==> config.mk <==
export PLATFORM = sky130hd
export DESIGN_NAME = fetch_unit
export DESIGN_NICKNAME = d
export VERILOG_FILES = /design/src/rtl/cpu_pkg.sv /design/src/rtl/fetch_unit.sv
export SDC_FILE = /design/constraint.sdc
export NUM_CORES = 1
export LEC_CHECK = 0
export ABC_AREA = 1
export CAP_MARGIN = 0
export CORE_MARGIN = 2
export CORE_UTILIZATION = 37
export DETAILED_ROUTE_END_ITERATION = 12
export PLACE_DENSITY = 0.75
export SLEW_MARGIN = 20
export SYNTH_ARGS = -nofsm -noshare
export SYNTH_HDL_FRONTEND = slang
export SYNTH_SLANG_ARGS = --single-unit
==> constraint.sdc <==
create_clock -name clk -period 1.1 [get_ports clk]
set_input_delay 0.165 -clock clk [delete_from_list [all_inputs] [get_ports clk]]
set_output_delay 0.165 -clock clk [all_outputs]
set_load 0.01 [all_outputs]
==> src/rtl/cpu_pkg.sv <==
// Shared types and constants for the instruction fetch path.
package cpu_pkg;

    localparam int ADDR_W  = 8;
    localparam int INSTR_W = 24;
    localparam int OPC_W   = 4;
    localparam logic [OPC_W-1:0] HALT_OPC = 4'hF;

    typedef logic [ADDR_W-1:0]  addr_t;
    typedef logic [INSTR_W-1:0] instr_t;

    typedef enum logic {
        FETCH  = 1'b0,
        HALTED = 1'b1
    } fetch_state_t;

    function automatic logic [OPC_W-1:0] opcode(input instr_t instr);
        return instr[INSTR_W-1 -: OPC_W];
    endfunction

endpackage

==> src/rtl/fetch_unit.sv <==
// Sequential fetch: one instruction per cycle into a single output register, 1-cycle latency from PC.
// Backpressure: the register holds (and PC holds) while instr_valid && !instr_ready; redirect flushes it.
module fetch_unit
    import cpu_pkg::*;
(
    input  logic   clk,
    input  logic   reset,
    output addr_t  PC,
    input  instr_t Instr,
    output instr_t instr_out,
    output addr_t  instr_pc,
    output logic   instr_valid,
    input  logic   instr_ready,
    input  logic   redirect_valid,
    input  addr_t  redirect_target,
    output logic   halted
);

    fetch_state_t state_q, state_d;
    addr_t        pc_q, pc_d;
    instr_t       instr_q, instr_d;
    addr_t        ipc_q, ipc_d;
    logic         vld_q, vld_d;
    logic         slot_free;

    assign slot_free = !vld_q || instr_ready;

    always_ff @(posedge clk) begin
        if (reset) begin
            state_q <= FETCH;
            pc_q    <= '0;
            instr_q <= '0;
            ipc_q   <= '0;
            vld_q   <= 1'b0;
        end else begin
            state_q <= state_d;
            pc_q    <= pc_d;
            instr_q <= instr_d;
            ipc_q   <= ipc_d;
            vld_q   <= vld_d;
        end
    end

    always_comb begin
        state_d = state_q;
        pc_d    = pc_q;
        instr_d = instr_q;
        ipc_d   = ipc_q;
        vld_d   = vld_q;

        if (redirect_valid) begin
            // Pending instruction is dropped even if decode is accepting it this cycle.
            pc_d    = redirect_target;
            vld_d   = 1'b0;
            state_d = FETCH;
        end else begin
            unique case (state_q)
                FETCH: begin
                    if (slot_free) begin
                        instr_d = Instr;
                        ipc_d   = pc_q;
                        vld_d   = 1'b1;
                        if (opcode(Instr) == HALT_OPC) begin
                            state_d = HALTED;
                        end else begin
                            pc_d = pc_q + 1'b1;
                        end
                    end
                end
                HALTED: begin
                    if (instr_ready) begin
                        vld_d = 1'b0;
                    end
                end
                default: state_d = FETCH;
            endcase
        end
    end

    assign PC          = pc_q;
    assign instr_out   = instr_q;
    assign instr_pc    = ipc_q;
    assign instr_valid = vld_q;
    assign halted      = (state_q == HALTED);

endmodule
==> results.toml <==
[outcome]
status = "complete, but fails checks"
violations = "setup timing"

[timing]
final_worst_setup_slack_ns = -0.0382
fmax_mhz = 879
final_hold_viol_count = 0
grt_setup_unrepaired = "true"
max-slew-margin-rel = 0.842
min_period_ns = 1.14
finalCritPeriodShare = 1.03
worstMarginPinSlew_ns = 0.237
fin_worst_skew_ns = 0.00916
finalSetupViolCount = 18
timing.final.max_slew_violations = 0
timing.setup.tns_ns = -0.368

[yosys]
synth_top_family_by_area = "simple AND/OR/NAND/NOR gates"
synthTopCellsByArea = "sky130_fd_sc_hd__dfxtp_1 48%, sky130_fd_sc_hd__nor2_1 16%, sky130_fd_sc_hd__o21ai_0 7.7%"
synth.top_cells.by_count = "75 x sky130_fd_sc_hd__nor2_1, 42 x sky130_fd_sc_hd__dfxtp_1, 35 x sky130_fd_sc_hd__nand2_1"
synth-edff-count = 0
syn_avg_cell_area_um2 = 7.18
post-synth-top-area-cell = "sky130_fd_sc_hd__dfxtp_1"
ys_async_sr_fraction = 0
synth.most_common_cell = "sky130_fd_sc_hd__nor2_1"
synth_xor_area_frac = 0.00996
synth.cell_area_um2 = 1760
synth_nets = 282
seq_area_frac_synth = 0.478
fraction_of_the_mapped_netlist_area_in_simple_logic_gates = 0.293
synth_cells = 245
synth_compound_gate_area_share = 0.131
yosys.cell_types.count = 22
synth-warning-count = 0
synth.ff_latch_count = 42
synthDominantCellAreaShare = 0.478
synthAdderAreaFrac = 0.00711
yosys-mux-area-fraction = 0
ys_dominant_reg_cell = "sky130_fd_sc_hd__dfxtp_1"

[worst_setup_path]
timing.critical_path.cells = "nand2_2 -> nand2_4 -> nor2_4 -> buf_12 -> buf_12 -> o21ai_2 -> a21oi_2"
r2r_end = "instr_pc[5]"
cp-start-kind = "flop"
critical_path_arrival_ns = 1.37
critPathRequiredTime_ns = 1.33
slowest_delay_ns = 0.33
timing.reg2reg.setup_slack_ns = -0.04
crit_type = "reg -> reg"
critical_path.endpoint_type = "flop"
cp_slowest_cell = "sky130_fd_sc_hd__dfxtp_2"
critical_path_peak_fanout = 8
crit_buf_inv = 2
worst_r2r_path_depth = 7
path_delay_family = "flip-flops"
cpMostUsedCell = "sky130_fd_sc_hd__buf_12"
critical_r2r_launch = "instr_valid"

[min_path]
holdPathEnd = "instr_out[20]"
worst_hold_path_type = "in -> reg"
hold_path_depth = 4
hold_path_startpoint = "Instr[20]"

[clock_network]
root_buffer = "sky130_fd_sc_hd__clkbuf_8"
cts_max_path_buffers = 2
clk_latency_ns = 0.29
cts.sinks = 42
cts.hold.buffers_added = 0
ctsHtreeMaxLevel = 2
cts_tree = "built"
cts.reportedPaths.clkPinSlew_ns = 0.08
numCtsBuffers = 5

[power]
swShare = 0.292
power.clock.fraction = 0.273
total_power_mw = 3.59
leakagePower_nw = 1.35
p_int_mw = 2.54
power-per-cell-area_nw_per_um2 = 1200
power_switching_mw = 1.05
comb_power_share = 0.245
peakVddDrop_mv = 0.872
seq_power_share = 0.482

[layout]
final_layout_size_suffix_gt1_frac = 0.296
fillerInstances = 399
area_delta_synth_final_pct = 70.6
multi_input_combinational_cell_area_um2 = 922
final-seq-area_um2 = 858
total_inserted_antenna_cells = 0
num-nets-final = 384

[route]
drt-initial-drc-count = 66
drt_pre_antenna_iters = 4
via_per_instance_ratio = 4.88
routed_wire_length_per_instance_um = 13.5
ant_nets = 0
totalWireLength_mm = 5.45
post-route-drc-count = 0
num_vias = 1961

[floorplan]
floorplan.initialDensity = 0.377
design.core.area_um2 = 4660
fp.dieArea_um2 = 5320
ios = 78
chipHeight_um = 73.0
core.rowCount = 25
die_width_um = 73.0

[global_routing]
largest_net_degree_at_the_start_of_global_routing = 28
first_global_vias = 1805
global_route.overflow_total = 0
global_route_wire_length_before_repair_mm = 8.10
global_route.usage.total = 0.195
antenna_found_initial = 0

[placement]
place_hpwl_mm = 3.60
routabilityCongestion = 0.874
pre_cts_ws_ns = -0.405
placement.io_buffers = 77

[job]
drv.max_cap_violation_count = 0
==> cells in the final DEF (no fill, tap or decap), types with 2 or more instances in the layout <==
cell type                          n
sky130_fd_sc_hd__inv_2             3
sky130_fd_sc_hd__inv_1            10
sky130_fd_sc_hd__clkbuf_2         11
sky130_fd_sc_hd__nand2_2           3
sky130_fd_sc_hd__buf_12            4
sky130_fd_sc_hd__clkdlybuf4s50_1  31
sky130_fd_sc_hd__nand3_1          10
sky130_fd_sc_hd__nor2_2           15
sky130_fd_sc_hd__o21ai_2           7
sky130_fd_sc_hd__a21oi_2           4
sky130_fd_sc_hd__o21ai_4           2
sky130_fd_sc_hd__nor2_4            2
sky130_fd_sc_hd__nor2_1           60
sky130_fd_sc_hd__nand2_1          32
sky130_fd_sc_hd__clkbuf_8          5
sky130_fd_sc_hd__clkdlybuf4s15_1  19
sky130_fd_sc_hd__buf_4            22
sky130_fd_sc_hd__dfxtp_1          32
sky130_fd_sc_hd__o21ai_1          24
sky130_fd_sc_hd__a21oi_1           5
sky130_fd_sc_hd__clkdlybuf4s15_2   2
sky130_fd_sc_hd__nand2_4           3
sky130_fd_sc_hd__dfxtp_2           8
sky130_fd_sc_hd__buf_6             2
sky130_fd_sc_hd__dfxtp_4           2
sky130_fd_sc_hd__o21ai_0           4
sky130_fd_sc_hd__dlygate4sd2_1    14
==> through the flow <==
stage | hold slack [ns] | utilization | cells | cell area [um2]
floorplan | 0.234 | - | 245 | 1780
global placement | 0.446 | 0.585 | 389 | 2730
detailed placement | 0.447 | 0.585 | 389 | 2730
CTS | 0.358 | 0.626 | 402 | 2920
global route | 0.386 | 0.644 | 402 | 3000
finish | 0.380 | 0.644 | 402 | 3000
==> area by class of cell <==
class / instances / share of cell area
clock buffer: 5 / 0.0229
multi-input combinational: 177 / 0.307
timing repair buffer: 107 / 0.334
clock inverter: 3 / 0.00709
sequential: 42 / 0.286
inverter: 14 / 0.0200
tap: 54 / 0.0225
==> power groups by stage <==
stage | clock (mW) | sequential, mW | combinational, mW
after floorplan | 0 | 1.80 | 0.281
after global placement | 0 | 1.75 | 0.802
after detailed placement | 0 | 1.75 | 0.814
after CTS | 1.01 | 1.72 | 0.822
after global routing | 1.07 | 1.74 | 0.950
final | 0.980 | 1.73 | 0.878
==> metal layers <==
layer	up-vias	global-route usage	part of all wire
met4	0	0.0556	0.010
met1	915	0.251	0.44
met5	-	0	0
met2	49	0.338	0.50
met3	6	0.0276	0.041
li1	991	-	-
==> cell families (layout without fill, tap and decap cells) <==
kind of cell	after synthesis	count (layout)
and+or+nand+nor	128	128
AOI/OAI and AO/OA	46	46
DFF	42	42
buffers and inverters	26	129
xor gates and xnor gates	2	2
adders and majority gates	1	1
==> worst min-delay path: stages <==
cell and delay (ns):
sky130_fd_sc_hd__dlygate4sd2_1 0.24, sky130_fd_sc_hd__buf_4 0.12, sky130_fd_sc_hd__nor2_1 0.03, sky130_fd_sc_hd__nor2_1 0.08
==> state kept, by name (all words and copies together) (netlist names) <==
name and flops:
instr_valid 1, PC 8, halted 1, instr_out 24, instr_pc 8
==> how the worst max path moves through the flow <==
stage / slack [ns] / cells after the start / end / from
2_1_floorplan: 0.007 / 8 / PC[5] / PC[2]
3_3_place_gp: -0.40 / 8 / PC[6] / Instr[23]
3_5_place_dp: -0.41 / 8 / instr_out[0] / instr_ready
4_1_cts: -0.02 / 7 / instr_pc[4] / instr_valid
5_1_grt: -0.13 / 7 / PC[3] / instr_valid
6_report: -0.04 / 7 / instr_pc[5] / instr_valid
==> timing repair <==
action | 4_1_cts | 5_1_grt
pin swaps | 9 | 4
resized for setup | 101 | 74
setup buffers | 3 | 0
endpoints found under the setup margin | 79 | 70
gates cloned | 2 | 0
No activity file was read; power rests on OpenSTA's default activity.
